**src/rtl/bcd_timer_clock.sv**
```systemverilog
// MM:SS BCD timer/clock: prescaled second tick, up/down counting, clamped
// parallel load, sticky countdown-expiry flag and 7-segment digit decode.
module bcd_timer_clock #(
    parameter int unsigned TICK_DIV       = 100000,
    parameter int unsigned MIN_LIMIT      = 59,
    parameter bit          SEG_ACTIVE_LOW = 1'b0
) (
    input  logic       clock,
    input  logic       reset,
    input  logic       run,
    input  logic       mode,
    input  logic       load,
    input  logic [3:0] load_min_tens,
    input  logic [3:0] load_min_ones,
    input  logic [3:0] load_sec_tens,
    input  logic [3:0] load_sec_ones,
    output logic [3:0] out_min_tens,
    output logic [3:0] out_min_ones,
    output logic [3:0] out_sec_tens,
    output logic [3:0] out_sec_ones,
    output logic [6:0] FND3,
    output logic [6:0] FND2,
    output logic [6:0] FND1,
    output logic [6:0] FND0,
    output logic       tick,
    output logic       wrap,
    output logic       done
);

    localparam int unsigned  PW        = (TICK_DIV > 1) ? $clog2(TICK_DIV) : 1;
    localparam logic [PW-1:0] PRESC_MAX = PW'(TICK_DIV - 1);
    localparam logic [3:0]   LIM_T     = 4'(MIN_LIMIT / 10);
    localparam logic [3:0]   LIM_O     = 4'(MIN_LIMIT % 10);

    typedef enum logic [1:0] {IDLE, RUN, EXPIRED} state_t;

    state_t        state_q, state_n;
    logic [15:0]   time_q, time_n;   // {min_tens, min_ones, sec_tens, sec_ones}
    logic [PW-1:0] presc_q, presc_n;
    logic          tick_n, wrap_n, done_n;

    logic [15:0]   ld_t, up_t, dn_t;
    logic          up_wrap, dn_zero, time_zero, ld_zero;

    // Per-digit clamp of the load value, then limit the minutes pair.
    always_comb begin
        ld_t[15:12] = (load_min_tens > 4'd9) ? 4'd9 : load_min_tens;
        ld_t[11:8]  = (load_min_ones > 4'd9) ? 4'd9 : load_min_ones;
        ld_t[7:4]   = (load_sec_tens > 4'd5) ? 4'd5 : load_sec_tens;
        ld_t[3:0]   = (load_sec_ones > 4'd9) ? 4'd9 : load_sec_ones;
        // Valid BCD digit pairs compare correctly as plain 8-bit values.
        if (ld_t[15:8] > {LIM_T, LIM_O}) begin
            ld_t[15:8] = {LIM_T, LIM_O};
        end
        ld_zero = (ld_t == 16'd0);
    end

    // Next time value for one up step, with rollover at MIN_LIMIT:59.
    always_comb begin
        up_t    = time_q;
        up_wrap = 1'b0;
        if (time_q[3:0] != 4'd9) begin
            up_t[3:0] = time_q[3:0] + 4'd1;
        end else begin
            up_t[3:0] = 4'd0;
            if (time_q[7:4] != 4'd5) begin
                up_t[7:4] = time_q[7:4] + 4'd1;
            end else begin
                up_t[7:4] = 4'd0;
                if (time_q[15:8] == {LIM_T, LIM_O}) begin
                    up_t[15:8] = 8'd0;
                    up_wrap    = 1'b1;
                end else if (time_q[11:8] == 4'd9) begin
                    up_t[11:8]  = 4'd0;
                    up_t[15:12] = time_q[15:12] + 4'd1;
                end else begin
                    up_t[11:8] = time_q[11:8] + 4'd1;
                end
            end
        end
    end

    // Next time value for one down step; never used from 00:00.
    always_comb begin
        dn_t = time_q;
        if (time_q[3:0] != 4'd0) begin
            dn_t[3:0] = time_q[3:0] - 4'd1;
        end else begin
            dn_t[3:0] = 4'd9;
            if (time_q[7:4] != 4'd0) begin
                dn_t[7:4] = time_q[7:4] - 4'd1;
            end else begin
                dn_t[7:4] = 4'd5;
                if (time_q[11:8] != 4'd0) begin
                    dn_t[11:8] = time_q[11:8] - 4'd1;
                end else begin
                    dn_t[11:8]  = 4'd9;
                    dn_t[15:12] = time_q[15:12] - 4'd1;
                end
            end
        end
        dn_zero   = (dn_t == 16'd0);
        time_zero = (time_q == 16'd0);
    end

    // Next-state and next-register logic: load beats counting.
    always_comb begin
        state_n = state_q;
        time_n  = time_q;
        presc_n = presc_q;
        tick_n  = 1'b0;
        wrap_n  = 1'b0;
        done_n  = done;
        if (load) begin
            time_n  = ld_t;
            presc_n = '0;
            done_n  = 1'b0;
            if (!run)                state_n = IDLE;
            else if (mode && ld_zero) state_n = EXPIRED;
            else                     state_n = RUN;
        end else begin
            case (state_q)
                EXPIRED: begin
                    presc_n = '0;
                    done_n  = 1'b1;
                    if (!mode) begin
                        state_n = IDLE;
                        done_n  = 1'b0;
                    end
                end
                IDLE, RUN: begin
                    if (!run) begin
                        state_n = IDLE;
                    end else if (mode && time_zero) begin
                        state_n = EXPIRED;
                        done_n  = 1'b1;
                        presc_n = '0;
                    end else begin
                        // Resuming counts on the same edge, so a paused
                        // prescaler continues exactly where it stopped.
                        state_n = RUN;
                        if (presc_q == PRESC_MAX) begin
                            presc_n = '0;
                            tick_n  = 1'b1;
                            if (mode) begin
                                time_n = dn_t;
                                if (dn_zero) begin
                                    done_n  = 1'b1;
                                    state_n = EXPIRED;
                                end
                            end else begin
                                time_n = up_t;
                                wrap_n = up_wrap;
                            end
                        end else begin
                            presc_n = presc_q + PW'(1);
                        end
                    end
                end
                default: state_n = IDLE;
            endcase
        end
    end

    // State and datapath registers with synchronous reset.
    always_ff @(posedge clock) begin
        if (reset) begin
            state_q <= IDLE;
            time_q  <= 16'd0;
            presc_q <= '0;
            tick    <= 1'b0;
            wrap    <= 1'b0;
            done    <= 1'b0;
        end else begin
            state_q <= state_n;
            time_q  <= time_n;
            presc_q <= presc_n;
            tick    <= tick_n;
            wrap    <= wrap_n;
            done    <= done_n;
        end
    end

    assign out_min_tens = time_q[15:12];
    assign out_min_ones = time_q[11:8];
    assign out_sec_tens = time_q[7:4];
    assign out_sec_ones = time_q[3:0];

    // BCD digit to segments {g,f,e,d,c,b,a}, active-high.
    function automatic logic [6:0] seg7(input logic [3:0] d);
        case (d)
            4'd0:    seg7 = 7'h3F;
            4'd1:    seg7 = 7'h06;
            4'd2:    seg7 = 7'h5B;
            4'd3:    seg7 = 7'h4F;
            4'd4:    seg7 = 7'h66;
            4'd5:    seg7 = 7'h6D;
            4'd6:    seg7 = 7'h7D;
            4'd7:    seg7 = 7'h07;
            4'd8:    seg7 = 7'h7F;
            4'd9:    seg7 = 7'h6F;
            default: seg7 = 7'h00;
        endcase
    endfunction

    assign FND3 = SEG_ACTIVE_LOW ? ~seg7(time_q[15:12]) : seg7(time_q[15:12]);
    assign FND2 = SEG_ACTIVE_LOW ? ~seg7(time_q[11:8])  : seg7(time_q[11:8]);
    assign FND1 = SEG_ACTIVE_LOW ? ~seg7(time_q[7:4])   : seg7(time_q[7:4]);
    assign FND0 = SEG_ACTIVE_LOW ? ~seg7(time_q[3:0])   : seg7(time_q[3:0]);

endmodule

```
**config.mk**
```make
export PLATFORM = sky130hd
export DESIGN_NAME = bcd_timer_clock
export DESIGN_NICKNAME = d
export VERILOG_FILES = /design/src/rtl/bcd_timer_clock.sv
export SDC_FILE = /design/constraint.sdc
export NUM_CORES = 1
export LEC_CHECK = 0
export ABC_CLOCK_PERIOD_IN_PS = 4600
export CAP_MARGIN = 20
export CORE_ASPECT_RATIO = 1.1
export CORE_MARGIN = 5
export CORE_UTILIZATION = 30
export DETAILED_ROUTE_END_ITERATION = 6
export DONT_BUFFER_PORTS = 1
export HOLD_SLACK_MARGIN = 0.02
export PLACE_DENSITY_LB_ADDON = 0.25
export SYNTH_ARGS = -nofsm -noshare
export SYNTH_HDL_FRONTEND = slang
export SYNTH_SLANG_ARGS = --single-unit
```
**constraint.sdc**
```tcl
create_clock -name clock -period 4.6 [get_ports clock]
set_clock_uncertainty 0.1 [all_clocks]
set_input_delay 0.46 -clock clock [delete_from_list [all_inputs] [get_ports clock]]
set_output_delay 0.46 -clock clock [all_outputs]
set_load 0.1 [all_outputs]
```
## After elaboration in Yosys (flattened, before gate mapping)

Memory sizes are Yosys's and may differ from the RTL's. A register that Yosys moved wholly into a read port is not among the register bits.
Index checks and enable logic that the tools add are counted.

- Output and inout port bits: 47
- Memory bits (read-only): 448
- Logic and storage cells: 124
- Flip-flop bits (word level): 38
- Memories: 4

Memory list:

| name | words | width | rd ports | clocked after memory_dff | wr ports | line | text |
|---|---|---|---|---|---|---|---|
| (name not given) | 16 | 7 | 1 | 1 | 0 | 191 | `case (d)` |
| (name not given) | 16 | 7 | 1 | 1 | 0 | 191 |  |
| (name not given) | 16 | 7 | 1 | 1 | 0 | 191 |  |
| (name not given) | 16 | 7 | 1 | 1 | 0 | 191 |  |

- Equality and inequality tests: 15
- Mux-type cells: 55
- $add $sub $neg: 9
- Bitwise logic cells: 3
- Reduce and logical (&&, ||, !) cells: 24
- Order comparisons: 5

Operators by type and width:

| cell | count |
|---|---|
| 16-bit 2-to-1 mux | 6 |
| 4-bit 2-to-1 mux | 20 |
| 17-bit 2-to-1 mux | 3 |
| 16-bit logical NOT | 3 |
| 17-bit one-hot mux with 2 select lines | 1 |
| 8-bit 2-to-1 mux | 4 |
| 12-bit 2-to-1 mux | 2 |
| 2-bit 2-to-1 mux | 9 |
| 3-bit != test, second input constant | 6 |
| 17-bit by 1-bit adder with 17-bit output, second input constant | 1 |
| 17-bit equality test, second input constant | 1 |
| 4-bit by 1-bit adder with 4-bit output, second input constant | 4 |
| 4-bit nonzero test | 4 |
| 4-bit by 1-bit subtractor with 4-bit output, second input constant | 4 |
| 4-bit greater-than comparator, second input constant | 3 |
| 5-bit AND reduction | 2 |
| 9-bit OR reduction | 1 |
| 8-bit by 7-bit equality test with 1-bit output, second input constant | 1 |
| 8-bit by 7-bit greater-than comparator with 1-bit output, second input constant | 1 |
| 1-bit 2-to-1 mux | 8 |
| 2-bit nonzero test | 4 |
| 7-bit AND reduction | 1 |
| 6-bit AND reduction | 1 |
| 5-bit OR reduction | 1 |
| 15 further kinds | 20 |

## Depth between registers and ports, before layout

Gate-level depths: netlist (run 1).

- Depth in word-level cells: 13
- Gate-level depth with buffers: 14

## Worst setup path before layout (run 1)

Ideal clock, no wire load.

- Kind: register to register
- Start point: register time_q[8]
- End point: register, netlist name FND2[1]
- Period minus slack after synthesis: 4014 ps
- Required time: 4378 ps
- Path slack: 586 ps
- Library setup time: 122 ps
- Path buffers: 0
- Stages on the path, launching flop included: 12
- Arrival: 3792 ps
- Cell sequence: dfxtp_1 -> inv_1 -> ha_1 -> or4bb_1 -> nor4_4 -> nor4_4 -> a21oi_4 -> a211o_1 -> a21oi_1 -> ha_1 -> or3_1 -> nor2b_1

- Longest elaborated chain between the ends: 13

RTL lines:

| item | line | text |
|---|---|---|
| start, declared | 38 | `logic [15:0] time_q, time_n;` |
| start signal, assigned | 176 | `time_q <= time_n;` |
| 4-bit by 1-bit adder with 4-bit output or 4-bit equality test (tied branches) | 77, 73 |  |
| 4-bit 2-to-1 mux | 73 | `end else if (time_q[11:8] == 4'd9) begin` |
| 8-bit 2-to-1 mux | 70 | `if (time_q[15:8] == {LIM_T, LIM_O}) begin` |
| 8-bit 2-to-1 mux | 66 | `if (time_q[7:4] != 4'd5) begin` |
| 12-bit 2-to-1 mux | 62 | `if (time_q[3:0] != 4'd9) begin` |
| 16-bit 2-to-1 mux | 145 | `if (mode) begin` |
| 16-bit 2-to-1 mux | 142 | `if (presc_q == PRESC_MAX) begin` |
| 16-bit 2-to-1 mux | 134 | `end else if (mode && time_zero) begin` |
| 16-bit 2-to-1 mux | 132 | `if (!run) begin` |
| 16-bit 2-to-1 mux | 122 | `case (state_q)` |
| 16-bit 2-to-1 mux | 114 | `if (load) begin` |
| 4-bit 2-to-1 mux (no source line) * (2 in a row) | - |  |

Mark *: on every way between the ends. The rest lies on a longest branch, timed or not. The select of a mux whose other input is x is not followed.
A chain may end at the register's enable or synchronous reset.

## Final worst setup path (run 1)

- Start point: register time_q[9]
- End point: register, netlist name FND2[6]

- Longest elaborated chain between the ends: 13

RTL lines:

| item | line |
|---|---|
| 4-bit by 1-bit adder with 4-bit output or 4-bit equality test (tied branches) | 77, 73 |
| 4-bit 2-to-1 mux | 73 |
| 8-bit 2-to-1 mux | 70 |
| 8-bit 2-to-1 mux | 66 |
| 12-bit 2-to-1 mux | 62 |
| 16-bit 2-to-1 mux | 145 |
| 16-bit 2-to-1 mux | 142 |
| 16-bit 2-to-1 mux | 134 |
| 16-bit 2-to-1 mux | 132 |
| 16-bit 2-to-1 mux | 122 |
| 16-bit 2-to-1 mux | 114 |
| 4-bit 2-to-1 mux (no source line) * (2 in a row) | - |

Marks and branches as above.

==> impl_results.md, run 1 <==
* Cell class contributing the biggest share of worst-path delay: simple AND/OR/NAND/NOR gates
* GP Congestion at 0.865
* I/O pin cnt at 68
* Max-cap violations at 0
* Synth top area cells: dfxtp_1 30%, ha_1 9.0%, nor2_1 4.3%, o21ai_0 4.2%, a21oi_1 4.1%
* Die width at 126 um
* Share of total power in the clock network at 36.7%
* Startpoint types: register
* Setup repair bufs after CTS at 0
* CP arrival at 3.67 ns
* Syn Inst Count at 552
* Max-slew violation count at 0
* DP HPWL at 9300 um
* Antenna Cells at 0
* Clk buf depth at 2
* Unique masters post-synth at 78
* Tcrit/Tclk final at 77.2%
* Cell Area, Synth at 0.00444 mm2
* Core Box Area at 0.0145 mm2
* Dpl cell area at 0.00468 mm2
* Slowest Stage Delay on Critical Path at 0.56 ns
* Flop2flop setup slack at 1.05 ns
* First-pass DRT Iterations at 5
* P_sw at 717 uW
* Num CTS Buffers at 9
* Slew @ Worst Pin at 1.01 ns
* Setup_tns at 0 ns
* Maximum VDD drop at 0.000247 V
* Worst path bufs/invs at 2
* DRC at 0
* Total GRT Usage at 14.5%
* Initial antenna violation count at 0
* Port-buffer cells at 0
* Ys async rst share at 0%
* Fmax at 282 MHz
* Routed WL at 12,700 um
* Final setup fails at 0
* Vias per std cell at 5.53
* Crit path max fanout at 8
* Min Tclk post-route at 3.55 ns
* Synthesis-stage register bit count at 66
* Most frequent cells in the layout: 66 x dfxtp_1, 51 x nor2_1, 37 x o21ai_0
* Critical Path, Cell by Cell: inv_1 > ha_1 > or4bb_1 > nor4_4 > nor4_4 > a21oi_4 > mux2i_1 > nand2_1 > inv_1 > ha_1 > nor2_1 > o31a_1 > a21o_1
* PostCTS Resize Cnt at 0
* Share of layout cells above drive strength 1 at 11.3%
* Internal at 1.17 mW
* Root buffer cell: clkbuf_16
* Syn Nets at 605
* Crit path required time at 4.72 ns
* CTS tree: built
* 1st-iter DRT viols at 376
* CTS clk-pin slew, worst paths at 0.06 ns
* Hold_ws at 0.0960 ns
* Share of the yosys chip area belonging to registers at 29.7%
* EDFF count, synth at 0
* Top-area cell type share of the netlist area at 29.7%
* Gr ovfl total at 0
* Layout Nets at 604
* DRT antenna net count at 0
* PwrDens at 379 mW/mm2
* Skew-Pair Late Insertion Delay at 0.33 ns
* Die ar. at 0.0174 mm2
* P&R area growth vs syn at 12.0%
* Yosys warns at 0
* Slew headroom at 32.7%
* Top FF cell, synth: dfxtp_1
* Largest net degree at the start of global routing at 33
* Worst Setup End Kind: register
* CP max-delay cell: or4bb_1
* Vias at 4,139
* Commonest non-fill, non-tap cell in the layout: dfxtp_1
* Htree depth at 3
* Comb power frac at 18.0%
* Crit path kind: register to register
* Status: complete, no violations
* Die height at 138 um
* Global-route wire length before repair at 20,200 um
* Cts hold-fix bufs at 0
* Flop pwr share at 45.3%
* RSZ-0062 raised after global routing: no
* Net Sw Frac at 38.0%
* # rows at 46
* Clock sink count at 66
* Initial Utilization at 30.6%
* Design area at 0.00498 mm2
* Vias in the first global route at 3,816
* LEAKAGE at 1.95 nW
* Hold WC Path Type: input pin to register
* Final Hold Violating Endpoints at 0
* Syn avg cell area at 8.05 um2
* Fillers at 1,548
* Synth area leader: dfxtp_1
* Routed len/inst at 17.0 um
cells by family (layout without fill, tap and decap cells):
group	after synthesis	in the layout	synth area share, %
AND/OR/NAND/NOR	210	210	26.7
AO/OA/AOI/OAI	160	160	24.3
buffers and inverters	66	70	6.28
adder cells (fa/ha/maj)	32	32	9.01
XOR/XNOR	7	7	1.38
multiplexers	11	11	2.59
flip-flops	66	66	29.7
cells in the mapped netlist, types with 3 or more instances:
| master | n |
|---|---|
| a2111oi_0 | 3 |
| a211o_1 | 3 |
| a211oi_1 | 3 |
| a21o_1 | 4 |
| a21oi_1 | 36 |
| a22oi_1 | 4 |
| a31oi_1 | 14 |
| and3_1 | 11 |
| buf_1 | 3 |
| buf_2 | 6 |
| clkbuf_1 | 20 |
| dfxtp_1 | 66 |
| ha_1 | 32 |
| inv_1 | 35 |
| mux2_2 | 4 |
| mux2i_1 | 7 |
| nand2_1 | 34 |
| nand2b_1 | 9 |
| nand3_1 | 19 |
| nand4_1 | 7 |
| nor2_1 | 51 |
| nor2b_1 | 9 |
| nor3_1 | 15 |
| nor3b_1 | 5 |
| nor4_1 | 10 |
| nor4_4 | 3 |
| nor4b_1 | 4 |
| o211ai_1 | 9 |
| o21a_1 | 8 |
| o21ai_0 | 37 |
| o22ai_1 | 6 |
| o31ai_1 | 3 |
| o32ai_1 | 3 |
| or3_1 | 8 |
| or4_4 | 3 |
| xnor2_1 | 4 |
| xor2_1 | 3 |
worst reg2reg max path: stages (launching register included):
cell and delay, ns:
dfxtp_1 0.31, inv_1 0.12, ha_1 0.26, or4bb_1 0.56, nor4_4 0.33, nor4_4 0.17, a21oi_4 0.28, mux2i_1 0.22
nand2_1 0.17, inv_1 0.20, ha_1 0.20, nor2_1 0.05, o31a_1 0.30, a21o_1 0.17
worst paths after layout:
path,start,endpoint,depth (start not counted)
hold / removal,reset,state_q[1],1
setup / recovery,time_q[9],FND2[6],13
hold reg to reg,presc_q[3],presc_q[3],1
setup reg to reg,time_q[9],FND2[6],13
cell type report:
type | count | area [um2] | area share (%)
Multi-Input combinational cell | 420 | 2840 | 57.1
Sequential cell | 66 | 1320 | 26.5
Clock buffer | 14 | 264 | 5.30
Tap cell | 192 | 240 | 4.83
Timing Repair Buffer | 19 | 143 | 2.87
Inverter | 35 | 131 | 2.64
Clock inverter | 2 | 35.0 | 0.704
flip-flops by register name (all words and copies together) (netlist names):
register	flops
FND1	7
FND0	7
FND2	7
state_q	2
FND3	7
done	1
presc_q	17
time_q	16
tick	1
wrap	1
through the flow:
| stage | total power, mW | worst slack (ns) | utilization [%] | cells |
|---|---|---|---|---|
| 6_report | 1.89 | 1.05 | 34.3 | 748 |
| 2_1_floorplan | 1.14 | 0.586 | - | 552 |
| 3_5_place_dp | 1.20 | 1.08 | 32.3 | 732 |
| 5_1_grt | 1.97 | 0.796 | 34.3 | 748 |
| 4_1_cts | 1.91 | 1.07 | 34.3 | 748 |
| 3_3_place_gp | 1.20 | 1.19 | 32.3 | 732 |
per-layer routing:
metal  GRT usage [%]  share of wire, %  up-vias
li1                -                 -     2016
met4            5.54               1.6        0
met1            17.5                44     1973
met5               0                 0        -
met3            4.92               7.5       14
met2            23.8                47      136
power by group through the flow:
stage | Combinational [mW] | Clock, mW | Sequential [mW]
after global routing | 0.371 | 0.736 | 0.861
final | 0.340 | 0.693 | 0.856
after floorplan | 0.217 | 0 | 0.919
after detailed placement | 0.336 | 0 | 0.868
after global placement | 0.334 | 0 | 0.868
after CTS | 0.338 | 0.711 | 0.858
No activity file was read; power rests on OpenSTA's default activity.
==> run 2, diff against run 1 <==
--- a/config.mk
+++ b/config.mk
@@ -5,7 +5,8 @@
 export SDC_FILE = /design/constraint.sdc
 export NUM_CORES = 1
 export LEC_CHECK = 0
-export ABC_CLOCK_PERIOD_IN_PS = 4600
+export ABC_AREA = 1
+export ABC_CLOCK_PERIOD_IN_PS = 2900
 export CAP_MARGIN = 20
 export CORE_ASPECT_RATIO = 1.1
 export CORE_MARGIN = 5
==> constraint.sdc (replaced) <==
create_clock -name clock -period 2.9 [get_ports clock]
set_clock_uncertainty 0.1 [all_clocks]
set_input_delay 0.29 -clock clock [delete_from_list [all_inputs] [get_ports clock]]
set_output_delay 0.29 -clock clock [all_outputs]
set_load 0.1 [all_outputs]
==> run 2 against run 1 <==
  * Register-to-register slack got worse by 0.80 ns
  * Via count increased by 10%
  * Critical path depth increased by 2
  * Worst setup slack worse by 0.80 ns
  * Global-route usage rose by 0.25 points
  * Sequential power increased by 76%
  * Critical path type unchanged
  * Highest routed layer unchanged
==> impl_results.md, run 2 <==
* Status: complete, no violations
* Max-cap violations at 0
* Htree depth at 3
* Die ar. at 0.0181 mm2
* Hold_sp: mode
* EDFF count, synth at 0
* Share of layout cells above drive strength 1 at 14.9%
* LEAKAGE at 2.66 nW
* Clock sink count at 66
* Port-buffer cells at 0
* Startpoint types: register
* CTS tree: built
* Vias per std cell at 4.78
* Crit path required time at 3.04 ns
* Total GRT Usage at 14.7%
* 1st-iter DRT viols at 206
* Routed WL at 13,300 um
* Clk buf depth at 2
* Synth area leader: dfxtp_1
* CP max-delay cell: dfxtp_2
* Largest net degree at the start of global routing at 17
* Count leader, synth: nand2_1
* Tcrit/Tclk final at 91.4%
* Routed len/inst at 13.9 um
* Ys async rst share at 0%
* Synth top area cells: dfxtp_1 28%, nand2_1 19%, ha_1 8.6%, inv_1 7.7%, nand3_1 6.8%
* # rows at 47
* Commonest non-fill, non-tap cell in the layout: nand2_1
* Critical Path, Cell by Cell: inv_1 > ha_1 > nand3_2 > nor2_2 > nand4_4 > nand3_1 > nor2_2 > o21ai_0 > nand2_1 > inv_1 > ha_1 > inv_1 > nand4_1 > nand2_1 > nand2_1
* Synthesis-stage register bit count at 66
* Max-slew violation count at 0
* R2R Path Start: time_q[9]
* First-pass DRT Iterations at 5
* Yosys warns at 0
* Syn Inst Count at 720
* Layout Nets at 808
* Slew @ Worst Pin at 0.957 ns
* Worst Setup End Kind: register
* Initial antenna violation count at 0
* Vias at 4,565
* Fmax at 377 MHz
* Final Hold Violating Endpoints at 0
* Global-route wire length before repair at 21,300 um
* Core Box Area at 0.0151 mm2
* Top FF cell, synth: dfxtp_1
* Cell Area, Synth at 0.00465 mm2
* Die width at 129 um
* Syn Nets at 773
* Vias in the first global route at 4,205
* Setup_tns at 0 ns
* Maximum VDD drop at 0.000267 V
* RSZ-0062 raised after global routing: yes
* Die height at 141 um
* Gr ovfl total at 0
* Antenna Cells at 0
* Total power at 3.46 mW
* DP HPWL at 10,300 um
* Final setup fails at 0
* Top cells by count, synth: 237 x nand2_1, 95 x inv_1, 66 x dfxtp_1, 63 x nand3_1, 55 x nor2_1
* Share of the yosys chip area belonging to registers at 28.4%
* Unique masters post-synth at 42
* PwrDens at 635 mW/mm2
* CTS clk-pin slew, worst paths at 0.06 ns
* GP Congestion at 0.881
* Syn avg cell area at 6.45 um2
* Initial Utilization at 30.7%
* Slew headroom at 36.1%
* Crit path kind: register to register
* Top Registers: presc_q x17, time_q x16
* Crit path from: time_q[9]
* Hold WC Path Type: input pin to register
* Root buffer cell: clkbuf_16
* Final core utilization at 36.0%
* Skew-Pair Late Insertion Delay at 0.34 ns
* Most frequent cells in the layout: 236 x nand2_1, 94 x inv_1, 62 x nand3_1
* Crit path max fanout at 6
* P&R area growth vs syn at 17.1%
* Min Tclk post-route at 2.65 ns
* CP arrival at 2.79 ns
* Top-area cell type share of the netlist area at 28.4%
* Max reg flops at 17
* Slowest Stage Delay on Critical Path at 0.32 ns
* Num CTS Buffers at 9
* I/O pin cnt at 68
* DRC at 0
* DRT antenna net count at 0
* Top reg by flops: presc_q
-- run 2: cell count changes after synthesis, sizes merged, moves of 10 or more --
cell / previous run / this run
nor2: 54 / 64
a21oi: 39 / 24
nand2: 35 / 247
and3: 11 / 0
nand3: 20 / 75
a31oi: 14 / 3
or3: 10 / 0
nand4: 7 / 28
clkbuf: 20 / 4
inv: 35 / 101
-- run 2: critical path: cells and delay by family (launching register included) --
family / cells / cell delay, ns
and+or+nand+nor: 9 / 1.16
AOI/OAI and AO/OA: 1 / 0.24
adders and majority gates: 2 / 0.46
buffers and inverters: 3 / 0.28
DFF: 1 / 0.32
-- run 2: what timing repair did --
item | in CTS | in global routing
gates resized for setup | 0 | 6
setup buffers | 0 | 1
endpoints found under the hold margin | 1 | 0
endpoints found under the setup margin | 0 | 17
hold buffers | 2 | 0
-- run 2: path summary, 6_finish.rpt --
check / end / cells after the start / slack (ns)
hold reg to reg: presc_q[14] / 2 / 0.36
setup reg to reg: FND3[1] / 15 / 0.25
setup / recovery: FND3[1] / 15 / 0.25
hold / removal: done / 2 / 0.05
-- run 2: cells by family after synthesis --
kind of cell	count (synthesis)	share of synthesized area, %
compound gates	68	8.56
xor+xnor	4	0.754
fa+ha+maj	32	8.62
buf+inv	117	10.1
flops	66	28.4
simple gates	433	43.6
-- run 2: layout make-up --
cell class,count,area (um2)
Inverter,106,399
Clock buffer,12,267
Clock inverter,4,56.3
Multi-Input combinational cell,537,2870
Sequential cell,66,1340
Timing Repair Buffer,35,268
Fill cell,1616,9670
Tap cell,196,245
-- run 2: where the power goes --
group          leakage, nW  internal [mW]  switching [mW]
clock                0.160          0.744           0.440
combinational         1.96          0.219           0.545
sequential           0.547          0.994           0.514
total                 2.66           1.96            1.50
-- run 2: layer usage --
metal / wire length (um) / GRT usage (%) / share of wire [%] / up-vias
met5: 0 / 0 / 0 / -
met4: 255 / 5.75 / 1.9 / 0
met3: 692 / 4.27 / 5.2 / 17
met2: 6510 / 24.1 / 49 / 75
met1: 5810 / 18.0 / 44 / 2080
li1: - / - / - / 2393
-- run 2: per-stage QoR --
stage                     instances  setup slack, ns  area [um2]  hold slack [ns]
after floorplan                 720         0.000197        4660            0.259
after global placement          937            0.165        5080            0.263
after detailed placement        937           0.0642        5080            0.263
after CTS                       955           0.0690        5420           0.0453
after global routing            956         -0.00538        5440           0.0583
final                           956            0.249        5440           0.0493
